[config.mk]
export PLATFORM = sky130hd
export DESIGN_NAME = sipo_frame_ctrl
export DESIGN_NICKNAME = d
export VERILOG_FILES = /design/src/rtl/sipo_frame_ctrl.sv
export SDC_FILE = /design/constraint.sdc
export NUM_CORES = 1
export LEC_CHECK = 0
export ABC_AREA = 0
export BUFFER_PORTS_ARGS = -buffer_cell sky130_fd_sc_hd__buf_2
export CAP_MARGIN = 20
export CORE_MARGIN = 2
export CORE_UTILIZATION = 33
export DETAILED_ROUTE_END_ITERATION = 10
export PLACE_DENSITY = 0.65
export SLEW_MARGIN = 30
export SYNTH_ARGS = -nofsm -noshare
export SYNTH_HDL_FRONTEND = slang
export SYNTH_SLANG_ARGS = --single-unit
[constraint.sdc]
create_clock -name clk -period 1.27 [get_ports clk]
set_clock_uncertainty 0.2 [all_clocks]
set_input_delay 0.127 -clock clk [delete_from_list [all_inputs] [get_ports clk]]
set_output_delay 0.127 -clock clk [all_outputs]
set_load 0.005 [all_outputs]
[src/rtl/sipo_frame_ctrl.sv]
// Serial framing controller: hunts a start bit, shifts WIDTH data bits MSB-first,
// checks the stop bit and presents the word through a valid/ready holding register.
module sipo_frame_ctrl #(
  parameter int WIDTH = 4
) (
  input  logic             clk,
  input  logic             reset,
  input  logic             si,
  output logic [WIDTH-1:0] po,
  output logic             po_valid,
  input  logic             po_ready,
  output logic             busy,
  output logic             frame_err,
  output logic             overrun
);

  localparam int CW = $clog2(WIDTH + 1);
  localparam logic [CW-1:0] CNT_ONE  = CW'(1);
  localparam logic [CW-1:0] CNT_LAST = CW'(WIDTH - 1);
  localparam logic [CW-1:0] CNT_FULL = CW'(WIDTH);

  typedef enum logic [1:0] {
    IDLE    = 2'd0,
    SHIFT   = 2'd1,
    STOP    = 2'd2,
    WAIT_HI = 2'd3
  } state_t;

  state_t           state_r, state_s;
  logic [CW-1:0]    cnt_r, cnt_s;
  logic [WIDTH-1:0] sr_r, sr_s;
  logic [WIDTH-1:0] po_r, po_s;
  logic             po_valid_r, po_valid_s;
  logic             frame_err_r, frame_err_s;
  logic             overrun_r, overrun_s;
  logic             load_s;
  logic             consume_s;

  // Next-state, datapath and handshake decisions
  always_comb begin
    state_s     = state_r;
    cnt_s       = cnt_r;
    sr_s        = sr_r;
    po_s        = po_r;
    frame_err_s = 1'b0;
    overrun_s   = overrun_r;
    load_s      = 1'b0;
    consume_s   = po_valid_r & po_ready;

    case (state_r)
      IDLE: begin
        if (!si) begin
          cnt_s   = {CW{1'b0}};
          state_s = SHIFT;
        end else begin
          state_s = IDLE;
        end
      end
      SHIFT: begin
        sr_s = {sr_r[WIDTH-2:0], si};
        // Counter parks at WIDTH on the last shift rather than wrapping
        if (cnt_r == CNT_LAST) begin
          cnt_s   = CNT_FULL;
          state_s = STOP;
        end else begin
          cnt_s   = cnt_r + CNT_ONE;
          state_s = SHIFT;
        end
      end
      STOP: begin
        if (si) begin
          if (!po_valid_r || po_ready) begin
            load_s = 1'b1;
            po_s   = sr_r;
          end else begin
            overrun_s = 1'b1;
          end
          state_s = IDLE;
        end else begin
          frame_err_s = 1'b1;
          state_s     = WAIT_HI;
        end
      end
      WAIT_HI: begin
        if (si) begin
          state_s = IDLE;
        end else begin
          state_s = WAIT_HI;
        end
      end
      default: begin
        state_s = IDLE;
      end
    endcase

    // A load on the consume edge keeps valid high with the new word
    if (load_s) begin
      po_valid_s = 1'b1;
    end else if (consume_s) begin
      po_valid_s = 1'b0;
    end else begin
      po_valid_s = po_valid_r;
    end
  end

  // State and output registers
  always_ff @(posedge clk or negedge reset) begin
    if (!reset) begin
      state_r     <= IDLE;
      cnt_r       <= {CW{1'b0}};
      sr_r        <= {WIDTH{1'b0}};
      po_r        <= {WIDTH{1'b0}};
      po_valid_r  <= 1'b0;
      frame_err_r <= 1'b0;
      overrun_r   <= 1'b0;
    end else begin
      state_r     <= state_s;
      cnt_r       <= cnt_s;
      sr_r        <= sr_s;
      po_r        <= po_s;
      po_valid_r  <= po_valid_s;
      frame_err_r <= frame_err_s;
      overrun_r   <= overrun_s;
    end
  end

  assign po        = po_r;
  assign po_valid  = po_valid_r;
  assign frame_err = frame_err_r;
  assign overrun   = overrun_r;
  assign busy      = (state_r != IDLE);

endmodule

-- After elaboration in Yosys (flattened, before gate mapping)
Index checks and enable logic that the tools add are counted.
- flip-flop bits (word level): 16
- bits in latches: 0
- memory bits (writable): 0
- memory bits (read-only): 0
- input bits: 4
- word-level logic and storage cells: 39
- memories: 0
- $add $sub $neg: 1
- $mul: 0
- div/mod/pow operators: 0
- order comparisons: 0
- eq/ne operators: 5
- shift-type cells: 0
- muxes and demuxes: 14
- bitwise operators: 2
- reduce and logical (&&, ||, !) cells: 10
- operators by type and width (cell ; count):
    $mux W1 ; 8
    $mux W3 ; 2
    $pmux W2 S3 ; 1
    $pmux W3 S2 ; 1
    $reduce_and A3 Y1 ; 2
    $reduce_bool A2 Y1 ; 3
    $eq A2 B2 Y1 const B ; 2
    $mux W2 ; 2
    $add A3 B1 Y3 const B ; 1
    $eq A3 B2 Y1 const B ; 1
    $eq A2 B1 Y1 const B ; 1
    $logic_not A2 Y1 ; 1
    $ne A2 B2 Y1 const B ; 1
    $reduce_and A2 Y1 ; 1
    $reduce_or A2 Y1 ; 1
    $and A1 B1 Y1 ; 1
    $logic_not A1 Y1 ; 1
    $logic_or A1 B1 Y1 ; 1
    $not A1 Y1 ; 1

-- Depth between registers and ports, before layout
Gate-level depths: netlist of run 1.
- depth in word-level cells: 6
- depth in mapped cells: 4

-- Least setup slack after synthesis of run 1
OpenSTA, ideal clock, no wires.
- path kind: register -> register
- from: reg state_r[0]
- to: reg po_r[0] (netlist: po[0])
- library setup time: 0.125 ns
- arrival time: 1.051 ns
- required time: 0.945 ns
- setup slack: -0.105 ns
- stages on the path, launching flop included: 4
- buffers on the path: 0
- clock period less this slack: 1.375 ns
- cell sequence: dfrtp_1 -> nand3b_4 -> nor2b_4 -> mux2_2
- cells in the longest elaborated chain, start to end: 2
- ends and longest elaborated chain (element ; RTL line ; source):
    start: declaration ; 29 ; state_t state_r, state_s;
    start signal: assignment ; 117 ; state_r <= state_s;
    $eq A2 B2 Y1 ; 50 ; case (state_r)
    $reduce_and A3 Y1 (no line) ; n/a ;
    end signal: assignment ; 112 ; po_r <= {WIDTH{1'b0}};
    end signal: assignment ; 120 ; po_r <= po_s;
    end: declaration ; 32 ; logic [WIDTH-1:0] po_r, po_s;
No other way between the ends.
A chain may end at the register's enable or synchronous reset.

-- Worst setup path in the final report of run 1
Same ends and word-level chain as after synthesis.

==> results of run 1 <==
==> cell usage after synthesis <==
cell | n | area (µm²)
or2_2 | 1 | 6.26
o21ai_0 | 4 | 20.0
nor3_1 | 1 | 5.00
nor2b_1 | 1 | 6.26
nand2b_1 | 1 | 6.26
nand2_2 | 1 | 6.26
nor2b_4 | 1 | 13.8
mux2_2 | 8 | 90.1
o31ai_1 | 2 | 15.0
o22ai_1 | 1 | 6.26
dfrtp_1 | 16 | 400
inv_1 | 4 | 15.0
mux2i_1 | 1 | 10.0
nand3b_4 | 1 | 20.0
nand2_1 | 1 | 3.75
ha_1 | 2 | 25.0
o21bai_1 | 1 | 7.51
==> worst min path at each step <==
| stage | to | slack (ns) | cells after the start |
|---|---|---|---|
| 2_1_floorplan | cnt_r[0]$_DFFE_PN0P_ | -0.37 | 0 |
| 3_3_place_gp | cnt_r[0]$_DFFE_PN0P_ | -0.15 | 1 |
| 3_5_place_dp | frame_err$_DFF_PN0_ | -0.14 | 1 |
| 4_1_cts | po_valid$_DFFE_PN0P_ | 0.01 | 4 |
| 5_1_grt | sr_r[0]$_DFFE_PN0N_ | 0.04 | 3 |
| 6_report | po_valid$_DFFE_PN0P_ | 0.04 | 4 |
==> cell families after synthesis <==
group	count (synthesis)	synth area share, %
buffers and inverters	4	2.29
adders and majority gates	2	3.81
AOI/OAI and AO/OA	8	7.43
and+or+nand+nor	8	10.3
muxes	9	15.2
DFF	16	61.0
==> metal layers <==
layer	vias to the layer above	global-route usage, %	share of wire [%]
li1	218	-	-
met1	226	16.2	47
met2	13	17.4	46
met3	5	2.16	3.8
met4	0	7.14	2.9
met5	-	0	0
==> area by class of cell <==
type	count	area, µm²	area share (%)
Sequential cell	16	402	38.9
Multi-Input combinational cell	27	358	34.7
Inverter	4	20.0	1.94
Tap cell	27	33.8	3.27
Timing Repair Buffer	24	183	17.7
Clock buffer	4	36.3	3.52
==> what timing repair did <==
item,CTS,global route
hold buffers,2,0
pin swaps,2,3
hold endpoints to repair,19,0
gates resized for setup,23,12
setup buffers,4,0
setup endpoints to repair,12,15
gates cloned,0,0
==> worst register-to-register path, stage by stage (launching register included) <==
cell and delay [ns]:
dfrtp_1 0.39, buf_4 0.13, nand3b_4 0.16, nor2b_4 0.17, mux2_2 0.35
==> flip-flops by register name (all words and copies together), names as in the netlist <==
register / flops
overrun: 1
frame_err: 1
po_valid: 1
sr_r: 4
po: 4
state_r: 2
cnt_r: 3
==> where the power goes <==
| group | internal [mW] | switching (mW) |
|---|---|---|
| Clock | 0.175 | 0.158 |
| Combinational | 0.809 | 0.543 |
| Sequential | 0.726 | 0.162 |
| Total | 1.71 | 0.864 |
==> metrics, run 1 <==
Avg WL per Cell 12.5 µm; fin crit share 118%; hpwl dp 829 µm; die width 48.6 µm; fillcell total 160; RSZ-0062 raised after global routing yes; overall power 2.57 mW; R2R Setup Slk -0.23 ns; r2r worst-path depth 4; Synth Net Count 53; TNS Setup -1.40 ns; endpoints failing hold 0; WP depth 4; average size of a mapped cell 14.0 µm²; die area 2360 µm²; clock root cell clkbuf_4; row count 16; Cells after DPL 92; fin cells 102; placed cell area 801 µm²; WL final 1270 µm; Critical R2R Capture po[0]$_DFFE_PN0P_; vias in the first global route 477; DR iter-0 viols 8; number of setup violations in the final report 12; Syn Inst Count 47; Max Root-Sink Buffers 2; Core ar. 1920 µm²; insertion delay to the later sink of the worst-skew pair 0.28 ns; PnR worst setup slack -0.234 ns; Fin Hold WS 0.0391 ns; Synth-to-Final Area Change 57.1%; Worst Path Required 1.25 ns; Pre-antenna DRT Iters 4; # diodes 0; largest net degree at the start of global routing 17; Rel. slew slack 76.5%; Slowest cell on crit path dfrtp_1; GRT overflow 0; worst slew pin tran 0.352 ns; Slew Limit Fails 0; Min-Delay Path Class in2reg; Initial Utilization 34.2%; I/O pin count 12; Routed Antenna Nets 0; start point of the worst hold path po_ready; fin area 1030 µm²; nets 82; Worst R2R Start state_r[0]$_DFF_PN0_; H-tree depth 1; Yosys reg bits 16; RD Place Congestion 0.709; Peak VDD IR 0.000898 V; first-pass GRT wire length 2160 µm; slowest stage delay, CP 0.39 ns; CP Capture Type flop; Mapped Area 657 µm²; TritonCTS buffer count 3; most frequent cells in the layout dfrtp_1, buf_2, buf_4; number of buffers and inverters on the critical path 1; library cells used by synthesis 17; Top delay family on crit path flip-flops; clk slew on worst S/H paths 0.09 ns; drt via density 4.53; CP Max Fanout 4; Max Fclk 665 MHz; drc violations 0; DR vias 462; Setup crit end po[0]$_DFFE_PN0P_; Leak 0.502 nW; sequential share of the synthesized area 61.0%; Port Buf Inserts 11; crit-path cells buf_4, nand3b_4, nor2b_4, mux2_2; most common cell after layout, fill and taps aside dfrtp_1; share of post-route cells with drive strength above 1 65.3%; pre-CTS setup slack -0.0927 ns; CP startpoint state_r[0]$_DFF_PN0_; Synth warnings 0; initial antenna violation count 0; TritonCTS clock tree yes; startpoint types flop; minimum clock period 1.50 ns; clk sink count 16; status finished, violations left; max cap viols 0; failing checks setup timing; Total GRT Usage 11.8%; pwr/cell area 2490 nW/µm²; Final Core Density 53.7%; Critical Setup Path Class reg2reg; critical path arrival 1.48 ns; die height 48.6 µm
Power figures use the tool's default switching activity.
==> run 2: changes to the inputs <==
- CORE_UTILIZATION: 33 -> 46
- PLACE_DENSITY: 0.65 -> 0.82
==> run 2 against run 1 <==
Against the previous run: the run still ends with setup timing left; register-to-register slack improved by 0.02 ns; die area is 26% lower; clock power hardly changed; core utilization grew 21 points; sequential share of layout area increased by 1.6 points; final area shrank 4.4%; sequential power down 4.2%; hold slack got worse by 0.031 ns; critical path depth decreased by 1; total power is 1.8% lower.
==> metrics, run 2 (synthesized netlist as in run 1, its figures left out) <==
pwr/cell area 2560 nW/µm² (was 2490 nW/µm²); hpwl dp 792 µm (was 829 µm); failing checks setup timing (unchanged); initial antenna violation count 0 (unchanged); clk slew on worst S/H paths 0.10 ns (was 0.09 ns); nets 83 (was 82); vias in the first global route 490 (was 477); Max Root-Sink Buffers 2 (unchanged); fin cells 91 (was 102); endpoints failing hold 0 (unchanged); Port Buf Inserts 11 (unchanged); Min-Delay Path Class in2reg (unchanged); Max Fclk 670 MHz (was 665 MHz); overall power 2.53 mW (was 2.57 mW); CP Capture Type primary output (was flop); PnR worst setup slack -0.222 ns (was -0.234 ns); clk sink count 16 (unchanged); Routed Antenna Nets 0 (unchanged); RD Place Congestion 0.733 (was 0.709); Critical Setup Path Class reg2out (was reg2reg); Avg WL per Cell 16.4 µm (was 12.5 µm); Worst Path Required 0.94 ns (was 1.25 ns); clock root cell clkbuf_4 (unchanged); DR iter-0 viols 6 (was 8); insertion delay to the later sink of the worst-skew pair 0.29 ns (was 0.28 ns); first-pass GRT wire length 2410 µm (was 2160 µm); status finished, violations left (unchanged); H-tree depth 1 (unchanged); drc violations 0 (unchanged); I/O pin count 12 (unchanged); Core ar. 1320 µm² (was 1920 µm²); die area 1750 µm² (was 2360 µm²); DR vias 482 (was 462); Leak 0.502 nW (about the same); Cells after DPL 81 (was 92); Slew Limit Fails 0 (unchanged); Final Core Density 74.9% (was 53.7%); Initial Utilization 49.9% (was 34.2%); max cap viols 0 (unchanged); TritonCTS clock tree yes (unchanged); row count 13 (was 16); WL final 1490 µm (was 1270 µm); # diodes 0 (unchanged); most frequent cells in the layout dfrtp_1, buf_2, buf_4, buf_6 (was dfrtp_1, buf_2, buf_4); Synth-to-Final Area Change 50.3% (was 57.1%); Peak VDD IR 0.00168 V (was 0.000898 V); share of post-route cells with drive strength above 1 63.2% (was 65.3%); Rel. slew slack 76.5% (about the same); number of setup violations in the final report 14 (was 12); CP Max Fanout 2 (was 4); Total GRT Usage 18.6% (was 11.8%); startpoint types flop (unchanged); die height 41.8 µm (was 48.6 µm); worst slew pin tran 0.352 ns (about the same); fin area 987 µm² (was 1030 µm²); drt via density 5.30 (was 4.53); Pre-antenna DRT Iters 2 (was 4); fin crit share 117% (was 118%); most common cell after layout, fill and taps aside dfrtp_1 (unchanged); critical path arrival 1.16 ns (was 1.48 ns); RSZ-0062 raised after global routing yes (unchanged); GRT overflow 0 (unchanged); placed cell area 793 µm² (was 801 µm²); die width 41.8 µm (was 48.6 µm); largest net degree at the start of global routing 17 (unchanged); TritonCTS buffer count 3 (unchanged); minimum clock period 1.49 ns (was 1.50 ns)
-- run 2: layout make-up --
type                            instances  area, µm²
Fill cell                              75        330
Tap cell                               15       18.8
Sequential cell                        16        400
Timing Repair Buffer                   25        186
Clock buffer                            4       36.3
Inverter                                4       17.5
Multi-Input combinational cell         27        328
-- run 2: critical path, cell delays in order (launching register included) --
cell and delay (ns):
dfrtp_1 0.41, buf_6 0.12, or2_4 0.23, buf_6 0.11
-- run 2: what timing repair did --
action / in CTS / in global routing
hold endpoints to repair: 17 / 0
gates resized for setup: 17 / 10
endpoints found under the setup margin: 12 / 14
buffers inserted: 3 / 1
hold buffers: 2 / 0
pin swaps: 2 / 1
-- run 2: path summary, 6_finish.rpt --
path / slack [ns] / startpoint / cells past startpoint / end
max in group asynchronous: 0.54 / reset / 2 / cnt_r[1]$_DFFE_PN0P_
hold reg to reg: 0.29 / overrun$_DFFE_PN0P_ / 1 / overrun$_DFFE_PN0P_
hold / removal: 0.008 / po_ready / 4 / po_valid$_DFFE_PN0P_
min in group asynchronous: 0.07 / reset / 2 / state_r[0]$_DFF_PN0_
setup / recovery: -0.22 / state_r[0]$_DFF_PN0_ / 3 / busy
setup reg to reg: -0.21 / state_r[0]$_DFF_PN0_ / 5 / sr_r[2]$_DFFE_PN0N_
-- run 2: power by group --
| part | total, mW | internal (mW) | leakage (nW) | switching [mW] |
|---|---|---|---|---|
| Clock | 0.335 | 0.175 | 0.0210 | 0.160 |
| Combinational | 1.34 | 0.777 | 0.280 | 0.565 |
| Sequential | 0.851 | 0.722 | 0.201 | 0.128 |
-- run 2: metrics by stage --
step                      setup WS (ns)  hold slack, ns  TNS [ns]
final                            -0.222         0.00765     -2.38
after global routing             -0.251          0.0169     -2.90
after CTS                        -0.207         0.00809     -1.25
after detailed placement        -0.0958          -0.144    -0.564
after global placement          -0.0705          -0.148    -0.320
after floorplan                  -0.105          -0.369    -0.559
-- run 2: layer usage --
metal	wire [µm]	global-route usage [%]	share of wire, %
met5	0	0	0
met4	27	5.81	1.8
met3	35	3.91	2.3
met2	769	30.0	52
met1	661	25.0	44
==> run 3: changes to the inputs <==
==> constraint.sdc (replaced) <==
create_clock -name clk -period 1.27 [get_ports clk]
set_clock_uncertainty 0.2 [all_clocks]
set_input_delay 0 -clock clk [delete_from_list [all_inputs] [get_ports clk]]
set_output_delay 0 -clock clk [all_outputs]
set_load 0.005 [all_outputs]
==> run 3 against run 2 <==
Against the previous run: the run ends with hold timing, setup timing left; final cell count rose by 2.2%; critical path depth rose by 1; critical path type is now reg2reg; clock power increased by 1%; core utilization grew 2.3 points; first-iteration DRC count increased by 130%; flip-flop and latch count did not move; global-route usage increased by 0.68 points; register-to-register slack is essentially flat; sequential power up 1%; sequential share of layout area shrank 1.2 points; via count did not move.
==> metrics, run 3 (synthesized netlist as in run 1, its figures left out) <==
status finished, violations left (unchanged); failing checks hold timing, setup timing (was setup timing); DR vias 482 (unchanged); Clock Power Share 13.0% (was 13.3%); Cells after DPL 80 (was 81); r2r worst-path depth 4 (was 5); PnR worst setup slack -0.198 ns (was -0.222 ns); clk slew on worst S/H paths 0.09 ns (was 0.10 ns); RD Place Congestion 0.728 (was 0.733); drc violations 0 (unchanged); Worst Path Required 1.26 ns (was 0.94 ns); initial antenna violation count 0 (unchanged); die height 41.8 µm (unchanged); Max Fclk 681 MHz (was 670 MHz); WL final 1570 µm (was 1490 µm); critical path arrival 1.46 ns (was 1.16 ns); endpoints failing hold 2 (was 0); number of setup violations in the final report 13 (was 14); pwr/cell area 2560 nW/µm² (about the same); Slew Limit Fails 0 (unchanged); Routed Antenna Nets 0 (unchanged); Avg WL per Cell 16.9 µm (was 16.4 µm); Peak VDD IR 0.00177 V (was 0.00168 V); R2R Setup Slk -0.20 ns (was -0.21 ns); Setup crit end po[3]$_DFFE_PN0P_ (was busy); TritonCTS buffer count 3 (unchanged); Critical R2R Capture po[3]$_DFFE_PN0P_ (was sr_r[2]$_DFFE_PN0N_); first-pass GRT wire length 2360 µm (was 2410 µm); Core ar. 1320 µm² (unchanged); RSZ-0062 raised after global routing yes (unchanged); fin cells 93 (was 91); vias in the first global route 463 (was 490); switching share of power 34.4% (was 33.8%); CP startpoint state_r[1]$_DFF_PN0_ (was state_r[0]$_DFF_PN0_); CP Capture Type flop (was primary output); I/O pin count 12 (unchanged); Comb pwr share 54.0% (was 53.1%); die width 41.8 µm (unchanged); Port Buf Inserts 11 (unchanged); drt via density 5.18 (was 5.30); GRT overflow 0 (unchanged); H-tree depth 1 (unchanged); CP Max Fanout 4 (was 2); worst slew pin tran 0.369 ns (was 0.352 ns); Pre-antenna DRT Iters 3 (was 2); clock root cell clkbuf_4 (unchanged); hpwl dp 809 µm (was 792 µm); Fin Hold WS -0.0909 ns (was 0.00765 ns); row count 13 (unchanged); TNS Setup -1.37 ns (was -2.38 ns); Total GRT Usage 19.3% (was 18.6%); largest net degree at the start of global routing 17 (unchanged); internal power 1.71 mW (was 1.67 mW); most frequent cells in the layout dfrtp_1, buf_2, buf_4 (was dfrtp_1, buf_2, buf_4, buf_6); Min-Delay Path Class in2reg (unchanged); # diodes 0 (unchanged); pre-CTS setup slack -0.113 ns (was -0.0958 ns); Rel. slew slack 75.4% (was 76.5%); insertion delay to the later sink of the worst-skew pair 0.29 ns (about the same); Initial Utilization 49.9% (unchanged); Worst R2R Start state_r[1]$_DFF_PN0_ (was state_r[0]$_DFF_PN0_); DR iter-0 viols 14 (was 6); Psw 0.897 mW (was 0.854 mW); Max Root-Sink Buffers 2 (unchanged); fillcell total 77 (was 75); nets 85 (was 83); Seq pwr share 33.0% (was 33.6%); most common cell after layout, fill and taps aside dfrtp_1 (unchanged); Synth-to-Final Area Change 54.9% (was 50.3%); clk sink count 16 (unchanged); die area 1750 µm² (unchanged); TritonCTS clock tree yes (unchanged); share of post-route cells with drive strength above 1 64.1% (was 63.2%); max cap viols 0 (unchanged); startpoint types flop (unchanged); fin crit share 116% (was 117%); Leak 0.503 nW (was 0.502 nW); minimum clock period 1.47 ns (was 1.49 ns); Critical Setup Path Class reg2reg (was reg2out)
-- run 3: worst min path at each step --
| stage | cells past startpoint | to | startpoint | slack [ns] |
|---|---|---|---|---|
| after floorplan | 0 | cnt_r[0]$_DFFE_PN0P_ | reset | -0.50 |
| after global placement | 1 | cnt_r[2]$_DFFE_PN0P_ | reset | -0.27 |
| after detailed placement | 1 | cnt_r[2]$_DFFE_PN0P_ | reset | -0.27 |
| after CTS | 2 | frame_err$_DFF_PN0_ | si | -0.23 |
| after global routing | 4 | overrun$_DFFE_PN0P_ | po_ready | -0.04 |
| final | 4 | po_valid$_DFFE_PN0P_ | po_ready | -0.09 |
-- run 3: what timing repair did --
action / 4_1_cts / 5_1_grt
endpoints found under the setup margin: 13 / 14
setup buffers: 4 / 2
pin swaps: 1 / 3
resized for setup: 18 / 12
endpoints found under the hold margin: 22 / 6
hold buffers: 2 / 1
-- run 3: per-layer routing --
metal | part of all wire, % | global-route usage, %
met4 | 1.4 | 9.68
met5 | 0 | 0
met3 | 2.7 | 3.91
met1 | 45 | 25.1
met2 | 51 | 30.3
-- run 3: final cells by class --
| cell class | instances | area, µm² | share of cell area (%) |
|---|---|---|---|
| Inverter | 4 | 17.5 | 1.72 |
| Clock buffer | 4 | 36.3 | 3.57 |
| Sequential cell | 16 | 400 | 39.4 |
| Multi-Input combinational cell | 27 | 344 | 33.8 |
| Timing Repair Buffer | 27 | 200 | 19.7 |
| Tap cell | 15 | 18.8 | 1.85 |
-- run 3: worst max-delay path, stage by stage, from the launching register on --
cell      delay, ns
dfrtp_1        0.42
buf_6          0.12
nand3b_4       0.08
nor2b_4        0.21
mux2_4         0.32
-- run 3: stage by stage --
stage,total power [mW],utilization (%),instance area (µm²)
6_report,2.61,77.2,1020
5_1_grt,2.75,77.2,1020
4_1_cts,2.34,71.7,945
3_5_place_dp,1.62,59.6,786
3_3_place_gp,1.57,59.6,786
2_1_floorplan,1.29,-,659
-- run 3: power by group through the flow --
stage | combinational (mW) | clock, mW | sequential (mW)
floorplan | 0.436 | 0 | 0.849
global placement | 0.729 | 0 | 0.844
detailed placement | 0.760 | 0 | 0.861
CTS | 1.15 | 0.343 | 0.846
global route | 1.49 | 0.378 | 0.884
finish | 1.41 | 0.339 | 0.860
